**src/rtl/decode_pkg.sv**
```systemverilog
// RV32I decode types, opcode constants and the pure decode function shared by decode_stage.
// Optional feature macro: DECODE_RV32M_EN (OP with funct7=0000001 decodes as a legal RV32M op).
package decode_pkg;

  localparam logic [6:0] OpLui    = 7'b0110111;
  localparam logic [6:0] OpAuipc  = 7'b0010111;
  localparam logic [6:0] OpJal    = 7'b1101111;
  localparam logic [6:0] OpJalr   = 7'b1100111;
  localparam logic [6:0] OpBranch = 7'b1100011;
  localparam logic [6:0] OpLoad   = 7'b0000011;
  localparam logic [6:0] OpStore  = 7'b0100011;
  localparam logic [6:0] OpImm    = 7'b0010011;
  localparam logic [6:0] OpReg    = 7'b0110011;

  localparam logic [6:0] Fn7Base = 7'b0000000;
  localparam logic [6:0] Fn7Alt  = 7'b0100000;
  localparam logic [6:0] Fn7Mul  = 7'b0000001;

  typedef enum logic [2:0] {
    FmtR       = 3'd0,
    FmtI       = 3'd1,
    FmtS       = 3'd2,
    FmtB       = 3'd3,
    FmtU       = 3'd4,
    FmtJ       = 3'd5,
    FmtIllegal = 3'd6
  } fmt_e;

  // Immediate is kept at 32 bits; every format sign-extends from inst[31], so the
  // consumer widens it to XLEN with a plain signed extension.
  typedef struct packed {
    logic [6:0]  opcode;
    logic [4:0]  rd;
    logic [4:0]  rs1;
    logic [4:0]  rs2;
    logic [2:0]  fn3;
    logic [6:0]  fn7;
    fmt_e        fmt;
    logic [31:0] imm;
    logic        illegal;
    logic        is_mul;
  } decoded_t;

  function automatic logic [31:0] imm_fn(fmt_e fmt, logic [31:0] inst);
    logic [31:0] imm;
    imm = '0;
    case (fmt)
      FmtI:    imm = {{20{inst[31]}}, inst[31:20]};
      FmtS:    imm = {{20{inst[31]}}, inst[31:25], inst[11:7]};
      FmtB:    imm = {{19{inst[31]}}, inst[31], inst[7], inst[30:25], inst[11:8], 1'b0};
      FmtU:    imm = {inst[31:12], 12'b0};
      FmtJ:    imm = {{11{inst[31]}}, inst[31], inst[19:12], inst[20], inst[30:21], 1'b0};
      default: imm = '0;
    endcase
    return imm;
  endfunction

  function automatic decoded_t decode_fn(logic [31:0] inst);
    decoded_t   d;
    logic [2:0] fn3;
    logic [6:0] fn7;
    logic       shift;
    logic       legal;
    logic       is_mul;

    d      = '0;
    fn3    = inst[14:12];
    fn7    = inst[31:25];
    shift  = (fn3 == 3'b001) || (fn3 == 3'b101);
    legal  = 1'b1;
    is_mul = 1'b0;
    d.fmt  = FmtI;

    // Every supported opcode ends in 2'b11, so inst[1:0] != 2'b11 falls into default.
    case (inst[6:0])
      OpLui, OpAuipc: d.fmt = FmtU;
      OpJal:          d.fmt = FmtJ;
      OpJalr:         legal = (fn3 == 3'b000);
      OpBranch: begin
        d.fmt = FmtB;
        legal = (fn3 != 3'b010) && (fn3 != 3'b011);
      end
      OpLoad:         legal = (fn3 != 3'b011) && (fn3 != 3'b110) && (fn3 != 3'b111);
      OpStore: begin
        d.fmt = FmtS;
        legal = (fn3 < 3'b011);
      end
      OpImm:          legal = !shift || (fn7 == Fn7Base) || ((fn7 == Fn7Alt) && (fn3 == 3'b101));
      OpReg: begin
        d.fmt = FmtR;
`ifdef DECODE_RV32M_EN
        is_mul = (fn7 == Fn7Mul);
`else
        is_mul = 1'b0;
`endif
        legal = (fn7 == Fn7Base) || ((fn7 == Fn7Alt) && ((fn3 == 3'b000) || (fn3 == 3'b101)))
                || is_mul;
      end
      default:        legal = 1'b0;
    endcase

    if (!legal) begin
      d         = '0;
      d.fmt     = FmtIllegal;
      d.illegal = 1'b1;
    end else begin
      d.opcode = inst[6:0];
      d.is_mul = is_mul;
      if ((d.fmt != FmtS) && (d.fmt != FmtB)) begin
        d.rd = inst[11:7];
      end
      if ((d.fmt != FmtU) && (d.fmt != FmtJ)) begin
        d.rs1 = inst[19:15];
        d.fn3 = fn3;
      end
      if ((d.fmt == FmtR) || (d.fmt == FmtS) || (d.fmt == FmtB)) begin
        d.rs2 = inst[24:20];
      end
      if ((d.fmt == FmtR) || ((inst[6:0] == OpImm) && shift)) begin
        d.fn7 = fn7;
      end
      d.imm = imm_fn(d.fmt, inst);
    end
    return d;
  endfunction

endpackage

```
**src/rtl/decode_if.sv**
```systemverilog
// Fetch-side and register-read-side handshake bundle of decode_stage.
// master: the surrounding pipeline (drives instructions in, accepts records); slave: the stage.
interface decode_if import decode_pkg::*; #(
  parameter int unsigned XLEN = 32,
  parameter int unsigned PC_W = 32
) ();

  logic            inValid;
  logic            inReady;
  logic [31:0]     inInst;
  logic [PC_W-1:0] inPc;

  logic            outValid;
  logic            outReady;
  logic [31:0]     outInst;
  logic [PC_W-1:0] outPc;
  logic [6:0]      outOpcode;
  logic [4:0]      outRd;
  logic [4:0]      outRs1;
  logic [4:0]      outRs2;
  logic [2:0]      outFn3;
  logic [6:0]      outFn7;
  fmt_e            outFmt;
  logic [XLEN-1:0] outImm;
  logic            outIllegal;
  logic            outIsMul;

  modport master (
    output inValid, inInst, inPc, outReady,
    input  inReady, outValid, outInst, outPc, outOpcode, outRd, outRs1, outRs2,
    input  outFn3, outFn7, outFmt, outImm, outIllegal, outIsMul
  );

  modport slave (
    input  inValid, inInst, inPc, outReady,
    output inReady, outValid, outInst, outPc, outOpcode, outRd, outRs1, outRs2,
    output outFn3, outFn7, outFmt, outImm, outIllegal, outIsMul
  );

endinterface

```
**src/rtl/decode_fifo.sv**
```systemverilog
// Count-based valid/ready FIFO with synchronous flush; push_ready is registered so it
// never depends combinationally on the pop side.
module decode_fifo #(
  parameter int unsigned DEPTH = 2,
  parameter int unsigned WIDTH = 64
) (
  input  logic             clk,
  input  logic             rstN,
  input  logic             flush,
  input  logic             push_valid,
  output logic             push_ready,
  input  logic [WIDTH-1:0] push_data,
  output logic             pop_valid,
  input  logic             pop_ready,
  output logic [WIDTH-1:0] pop_data
);

  localparam int unsigned PtrW = (DEPTH > 1) ? $clog2(DEPTH) : 1;
  localparam int unsigned CntW = $clog2(DEPTH + 1);

  typedef logic [PtrW-1:0] ptr_t;

  logic [WIDTH-1:0] mem_q [DEPTH];
  ptr_t             wr_ptr_q, wr_ptr_d;
  ptr_t             rd_ptr_q, rd_ptr_d;
  logic [CntW-1:0]  count_q, count_d;
  logic             ready_q, ready_d;
  logic             push;
  logic             pop;

  // Pointers wrap explicitly so DEPTH need not be a power of two.
  function automatic ptr_t ptr_inc(ptr_t p);
    return (p == ptr_t'(DEPTH - 1)) ? ptr_t'(0) : ptr_t'(p + 1'b1);
  endfunction

  assign push       = push_valid && ready_q;
  assign pop_valid  = (count_q != '0);
  assign pop        = pop_valid && pop_ready;
  assign pop_data   = mem_q[rd_ptr_q];
  assign push_ready = ready_q;

  always_comb begin
    wr_ptr_d = wr_ptr_q;
    rd_ptr_d = rd_ptr_q;
    count_d  = count_q;
    if (flush) begin
      wr_ptr_d = '0;
      rd_ptr_d = '0;
      count_d  = '0;
    end else begin
      if (push) begin
        wr_ptr_d = ptr_inc(wr_ptr_q);
      end
      if (pop) begin
        rd_ptr_d = ptr_inc(rd_ptr_q);
      end
      case ({push, pop})
        2'b10:   count_d = count_q + 1'b1;
        2'b01:   count_d = count_q - 1'b1;
        default: count_d = count_q;
      endcase
    end
    ready_d = (count_d < CntW'(DEPTH));
  end

  always_ff @(posedge clk or negedge rstN) begin
    if (!rstN) begin
      wr_ptr_q <= '0;
      rd_ptr_q <= '0;
      count_q  <= '0;
      ready_q  <= 1'b1;
    end else begin
      wr_ptr_q <= wr_ptr_d;
      rd_ptr_q <= rd_ptr_d;
      count_q  <= count_d;
      ready_q  <= ready_d;
    end
  end

  // Storage needs no reset; occupancy is tracked by count_q alone.
  always_ff @(posedge clk) begin
    if (push && !flush) begin
      mem_q[wr_ptr_q] <= push_data;
    end
  end

endmodule

```
**src/rtl/decode_stage.sv**
```systemverilog
// Buffered RV32I decode stage: input FIFO, combinational decode of the FIFO head, registered record.
// Optional feature macro: DECODE_RV32M_EN (handled inside decode_pkg::decode_fn).
module decode_stage import decode_pkg::*; #(
  parameter int unsigned XLEN  = 32,
  parameter int unsigned PC_W  = 32,
  parameter int unsigned DEPTH = 2
) (
  input logic     clk,
  input logic     rstN,
  input logic     flush,
  decode_if.slave bus
);

  localparam int unsigned Width = 32 + PC_W;

  logic             head_valid;
  logic             head_ready;
  logic [Width-1:0] head_data;
  logic [31:0]      head_inst;
  logic [PC_W-1:0]  head_pc;
  decoded_t         head_dec;
  logic             load;

  logic             out_valid_q, out_valid_d;
  logic [31:0]      out_inst_q, out_inst_d;
  logic [PC_W-1:0]  out_pc_q, out_pc_d;
  decoded_t         out_dec_q, out_dec_d;

  decode_fifo #(
    .DEPTH (DEPTH),
    .WIDTH (Width)
  ) u_fifo (
    .clk        (clk),
    .rstN       (rstN),
    .flush      (flush),
    .push_valid (bus.inValid),
    .push_ready (bus.inReady),
    .push_data  ({bus.inInst, bus.inPc}),
    .pop_valid  (head_valid),
    .pop_ready  (head_ready),
    .pop_data   (head_data)
  );

  assign {head_inst, head_pc} = head_data;
  assign head_dec             = decode_fn(head_inst);

  // The output register takes a new record whenever it is empty or being drained.
  assign head_ready = !out_valid_q || bus.outReady;
  assign load       = head_valid && head_ready;

  always_comb begin
    out_valid_d = out_valid_q;
    out_inst_d  = out_inst_q;
    out_pc_d    = out_pc_q;
    out_dec_d   = out_dec_q;
    if (flush) begin
      out_valid_d = 1'b0;
    end else if (load) begin
      out_valid_d = 1'b1;
      out_inst_d  = head_inst;
      out_pc_d    = head_pc;
      out_dec_d   = head_dec;
    end else if (bus.outReady) begin
      out_valid_d = 1'b0;
    end
  end

  always_ff @(posedge clk or negedge rstN) begin
    if (!rstN) begin
      out_valid_q <= 1'b0;
      out_inst_q  <= '0;
      out_pc_q    <= '0;
      out_dec_q   <= '0;
    end else begin
      out_valid_q <= out_valid_d;
      out_inst_q  <= out_inst_d;
      out_pc_q    <= out_pc_d;
      out_dec_q   <= out_dec_d;
    end
  end

  assign bus.outValid   = out_valid_q;
  assign bus.outInst    = out_inst_q;
  assign bus.outPc      = out_pc_q;
  assign bus.outOpcode  = out_dec_q.opcode;
  assign bus.outRd      = out_dec_q.rd;
  assign bus.outRs1     = out_dec_q.rs1;
  assign bus.outRs2     = out_dec_q.rs2;
  assign bus.outFn3     = out_dec_q.fn3;
  assign bus.outFn7     = out_dec_q.fn7;
  assign bus.outFmt     = out_dec_q.fmt;
  assign bus.outImm     = XLEN'($signed(out_dec_q.imm));
  assign bus.outIllegal = out_dec_q.illegal;
  // decode_fn only ever sets is_mul when RV32M decoding is compiled in.
  assign bus.outIsMul   = out_dec_q.is_mul;

endmodule

```
**src/flat_wrapper.sv**
```systemverilog
// flat-port wrapper written by rule: the top's interface ports become plain ports
module decode_stage_flat import decode_pkg::*;
#(
  parameter int unsigned XLEN  = 32,
  parameter int unsigned PC_W  = 32,
  parameter int unsigned DEPTH = 2
)
  (clk, rstN, flush, bus_inValid, bus_inInst, bus_inPc, bus_outReady, bus_inReady, bus_outValid, bus_outInst, bus_outPc, bus_outOpcode, bus_outRd, bus_outRs1, bus_outRs2, bus_outFn3, bus_outFn7, bus_outFmt, bus_outImm, bus_outIllegal, bus_outIsMul);
  decode_if #(.XLEN(XLEN), .PC_W(PC_W)) bus_i ();
  input logic clk;
  input logic rstN;
  input logic flush;
  input wire logic [$bits(bus_i.inValid)-1:0] bus_inValid;
  input wire logic [$bits(bus_i.inInst)-1:0] bus_inInst;
  input wire logic [$bits(bus_i.inPc)-1:0] bus_inPc;
  input wire logic [$bits(bus_i.outReady)-1:0] bus_outReady;
  output wire logic [$bits(bus_i.inReady)-1:0] bus_inReady;
  output wire logic [$bits(bus_i.outValid)-1:0] bus_outValid;
  output wire logic [$bits(bus_i.outInst)-1:0] bus_outInst;
  output wire logic [$bits(bus_i.outPc)-1:0] bus_outPc;
  output wire logic [$bits(bus_i.outOpcode)-1:0] bus_outOpcode;
  output wire logic [$bits(bus_i.outRd)-1:0] bus_outRd;
  output wire logic [$bits(bus_i.outRs1)-1:0] bus_outRs1;
  output wire logic [$bits(bus_i.outRs2)-1:0] bus_outRs2;
  output wire logic [$bits(bus_i.outFn3)-1:0] bus_outFn3;
  output wire logic [$bits(bus_i.outFn7)-1:0] bus_outFn7;
  output wire logic [$bits(bus_i.outFmt)-1:0] bus_outFmt;
  output wire logic [$bits(bus_i.outImm)-1:0] bus_outImm;
  output wire logic [$bits(bus_i.outIllegal)-1:0] bus_outIllegal;
  output wire logic [$bits(bus_i.outIsMul)-1:0] bus_outIsMul;
  assign bus_i.inValid = bus_inValid;
  assign bus_i.inInst = bus_inInst;
  assign bus_i.inPc = bus_inPc;
  assign bus_i.outReady = bus_outReady;
  assign bus_inReady = bus_i.inReady;
  assign bus_outValid = bus_i.outValid;
  assign bus_outInst = bus_i.outInst;
  assign bus_outPc = bus_i.outPc;
  assign bus_outOpcode = bus_i.outOpcode;
  assign bus_outRd = bus_i.outRd;
  assign bus_outRs1 = bus_i.outRs1;
  assign bus_outRs2 = bus_i.outRs2;
  assign bus_outFn3 = bus_i.outFn3;
  assign bus_outFn7 = bus_i.outFn7;
  assign bus_outFmt = bus_i.outFmt;
  assign bus_outImm = bus_i.outImm;
  assign bus_outIllegal = bus_i.outIllegal;
  assign bus_outIsMul = bus_i.outIsMul;
  decode_stage #(.XLEN(XLEN), .PC_W(PC_W), .DEPTH(DEPTH)) u_core (.clk(clk), .rstN(rstN), .flush(flush), .bus(bus_i));
endmodule
```
**config.mk**
```make
export PLATFORM = sky130hd
export DESIGN_NAME = decode_stage_flat
export DESIGN_NICKNAME = d
export VERILOG_FILES = /design/src/rtl/decode_pkg.sv /design/src/rtl/decode_if.sv /design/src/rtl/decode_fifo.sv /design/src/rtl/decode_stage.sv /design/src/flat_wrapper.sv
export SDC_FILE = /design/constraint.sdc
export NUM_CORES = 1
export LEC_CHECK = 0
export BUFFER_PORTS_ARGS = -buffer_cell sky130_fd_sc_hd__buf_2
export CORE_UTILIZATION = 50
export CTS_CLUSTER_DIAMETER = 30
export DETAILED_ROUTE_END_ITERATION = 10
export GPL_TIMING_DRIVEN = 0
export PLACE_DENSITY = 0.73
export SLEW_MARGIN = 15
export SYNTH_ARGS = -nofsm -noshare
export SYNTH_HDL_FRONTEND = slang
export SYNTH_SLANG_ARGS = --single-unit
```
**constraint.sdc**
```tcl
create_clock -name clk -period 6.9 [get_ports clk]
set_input_delay 0 -clock clk [delete_from_list [all_inputs] [get_ports clk]]
set_output_delay 0 -clock clk [all_outputs]
set_load 0.01 [all_outputs]
```
==> flow_summary.json <==
{
  "status": "finished, violations left",
  "violations": "negative hold slack",
  "synth_top_area_share_pct": 37.3,
  "cts_buffers": 48,
  "dp_hpwl_um": 17900,
  "cts_tree": "yes",
  "pwr-share-clk_pct": 39.9,
  "n_fill_cell": 1402,
  "hold_path.class": "primary input to asynchronous set/reset pin",
  "cp-start-kind": "flip-flop",
  "drc": 0,
  "final_cell_mix": "buf_2 (211), dfrtp_1 (137), edfxtp_1 (128), o21ai_0 (78), nand2_1 (70)",
  "ys_types": 58,
  "p_per_area_nw_per_um2": 429,
  "worstMarginPinSlew_ns": 1.01,
  "fmax_mhz": 327,
  "fin_util_pct": 70.2,
  "numPortBuffers": 201,
  "cap_violations": 0,
  "swShare_pct": 31.5,
  "grt_max_degree": 87,
  "track_usage_pct": 26.0,
  "p_leak_nw": 6.25,
  "final_hold_viol_count": 10,
  "ant_nets": 0,
  "cts_root_buf": "clkbuf_16",
  "p_comb_share_pct": 23.8,
  "die_h_um": 146,
  "power_switching_mw": 1.92,
  "vias_per_cell": 5.54,
  "crit_fanout": 10,
  "synthFlopType": "dfrtp_1",
  "htreeDepth": 2,
  "ys_warn_count": 0,
  "grt_remaining_overflow": 0,
  "dr_total_vias": 7591,
  "cts.sinks": 266,
  "wl_um": 27000,
  "p_int_mw": 4.18,
  "synth.area.top_cells": "edfxtp_1 (37%), dfrtp_1 (33%), mux2i_1 (6.4%)",
  "cp.required_ns": 7.32,
  "layout_commonest_cell": "buf_2",
  "slew_violations": 0,
  "drt-initial-drc-count": 546,
  "fin_nets": 1131,
  "clock_path_buffers": 3,
  "coreArea_um2": 20200,
  "synth-seq-cells": 266,
  "clk_pin_slew_ns": 0.05,
  "period_share_pct": 44.3,
  "initial_utilization_pct": 50.9,
  "synth_nets": 796,
  "yosysTopAreaCell": "edfxtp_1",
  "antenna_found_initial": 2,
  "skew_ns": 0.0157,
  "power_mw": 6.09,
  "row_count": 52,
  "drt_pass1_iterations": 5,
  "rsz0062_at_grt": "false",
  "synth.yosys.seq_area_share_pct": 70.8,
  "ir_drop_mv": 0.278,
  "slew_headroom_pct": 32.6,
  "die_area_um2": 21200,
  "timing_worst_setup_path_type": "flip-flop to flip-flop",
  "die_w_um": 146,
  "ys_async_sr_fraction_pct": 51.9,
  "synth_edf_count": 128,
  "gp_congestion": 0.911,
  "worst_setup_path_end_kind": "flip-flop",
  "clkLatencyLatePin_ns": 0.53,
  "whs_ns": -0.00955,
  "dp_slack_ns": 3.83,
  "arrival_ns": 3.48,
  "setup_viol": 0,
  "area.growth.synth_to_final_pct": 37.8,
  "grt_pass1_vias": 7665,
  "syn_inst": 725,
  "syn_area_per_cell_um2": 14.2,
  "grt_pass1_wl_um": 42400,
  "wl_per_cell_um": 19.7,
  "syn_area_um2": 10300,
  "finalWorstSetupSlack_ns": 3.84,
  "drive_above_1_share_pct": 30.7,
  "fin_crit_ns": 3.06,
  "ios": 204,
  "power_frac_seq_pct": 36.3
}
flip-flops by register name, summed over array words and instances (netlist names):
register	cells
u_core.bus.outFmt	3
u_core.bus.outFn3	3
u_core.bus.outFn7	7
u_core.bus.outIllegal	1
u_core.bus.outImm	32
u_core.bus.outInst	32
u_core.bus.outOpcode	7
u_core.bus.outPc	32
u_core.bus.outRd	5
u_core.bus.outRs1	5
u_core.bus.outRs2	5
u_core.bus.outValid	1
u_core.u_fifo.count_q	2
u_core.u_fifo.mem_q	128
u_core.u_fifo.push_ready	1
u_core.u_fifo.rd_ptr_q	1
u_core.u_fifo.wr_ptr_q	1
power by group through the flow:
stage / Sequential, mW / Combinational, mW / Clock [mW]
after CTS: 2.20 / 1.45 / 2.46
after global routing: 2.24 / 1.59 / 2.53
after global placement: 2.24 / 1.34 / 0
after detailed placement: 2.22 / 1.41 / 0
after floorplan: 2.32 / 0.697 / 0
final: 2.21 / 1.45 / 2.43
area by class of cell:
cell class              instances  area, um^2  share of cell area, %
plain buffers                  44         209                   1.47
clock inverters                33         418                   2.94
repair buffers                285        1850                   13.0
diodes                          2        5.00                 0.0352
clock buffers                  56        1280                   9.02
multi-input cells             404        2770                   19.5
flip-flops and latches        266        7300                   51.4
well taps                     270         338                   2.38
inverters                      11        41.3                  0.291
cells by family after synthesis:
kind of cell / share of synthesized area (%)
AO/OA/AOI/OAI: 12.9
other: 0.0364
AND/OR/NAND/NOR: 6.07
flip-flops: 70.8
XOR/XNOR: 0.340
adder cells (fa/ha/maj): 0.243
multiplexers: 7.18
buffers and inverters: 2.43
cell usage after synthesis, drive strengths merged (3+ instances only):
cell    count
dfrtp     137
edfxtp    128
o21ai      81
nand2      71
mux2i      66
a32o       34
clkbuf     25
nor2       24
a22o       23
buf        19
a21oi      13
inv        11
a21o        9
nor3        9
and2        8
mux2        7
o22ai       7
nand2b      5
nand4       5
a31oi       3
nand3       3
metal layers:
metal	wire, um	up-vias	GRT usage [%]
met2	13000	356	43.2
met5	0	-	0
met1	11100	3748	33.5
met4	739	0	8.74
li1	-	3419	-
met3	2180	68	6.74
through the flow:
| stage | setup TNS, ns | cells | cell area [um^2] | hold slack, ns |
|---|---|---|---|---|
| after detailed placement | 0 | 1211 | 11800 | -0.0590 |
| after global placement | -184.54 | 1196 | 11600 | 0.187 |
| after global routing | 0 | 1371 | 14200 | 0.0245 |
| final | 0 | 1371 | 14200 | -0.00955 |
| after CTS | 0 | 1369 | 14200 | 0.00385 |
| after floorplan | 0 | 725 | 10300 | -0.296 |
path summary, 6_finish.rpt:
path	cells past startpoint	slack, ns	endpoint	from
worst max-delay path	8	3.84	u_core.bus.outImm[14]	u_core.u_fifo.rd_ptr_q
worst min-delay path	2	-0.01	u_core.bus.outFn7[2]	rstN
worst max register to register	8	3.84	u_core.bus.outImm[14]	u_core.u_fifo.rd_ptr_q
worst min register to register	2	0.47	u_core.bus.outInst[0]	u_core.bus.outInst[0]
max in group asynchronous	3	6.14	u_core.bus.outInst[24]	rstN
min in group clk	2	0.20	u_core.u_fifo.mem_q[0][20]	bus_inPc[20]
what timing repair did:
action | CTS | global route
buffers inserted | 0 | 0
hold buffers | 69 | 0
endpoints found under the hold margin | 271 | 0
resized for setup | 0 | 0
worst max-delay path, stage by stage, from the launching register on:
cell and delay (ns):
dfrtp_1 0.39, buf_4 0.20, buf_2 0.27, mux2i_1 0.53
nor4_1 0.12, o21ai_1 0.51, clkbuf_1 0.49, o21ai_0 0.16
a32o_1 0.28
(Power assumes the default switching activity.)
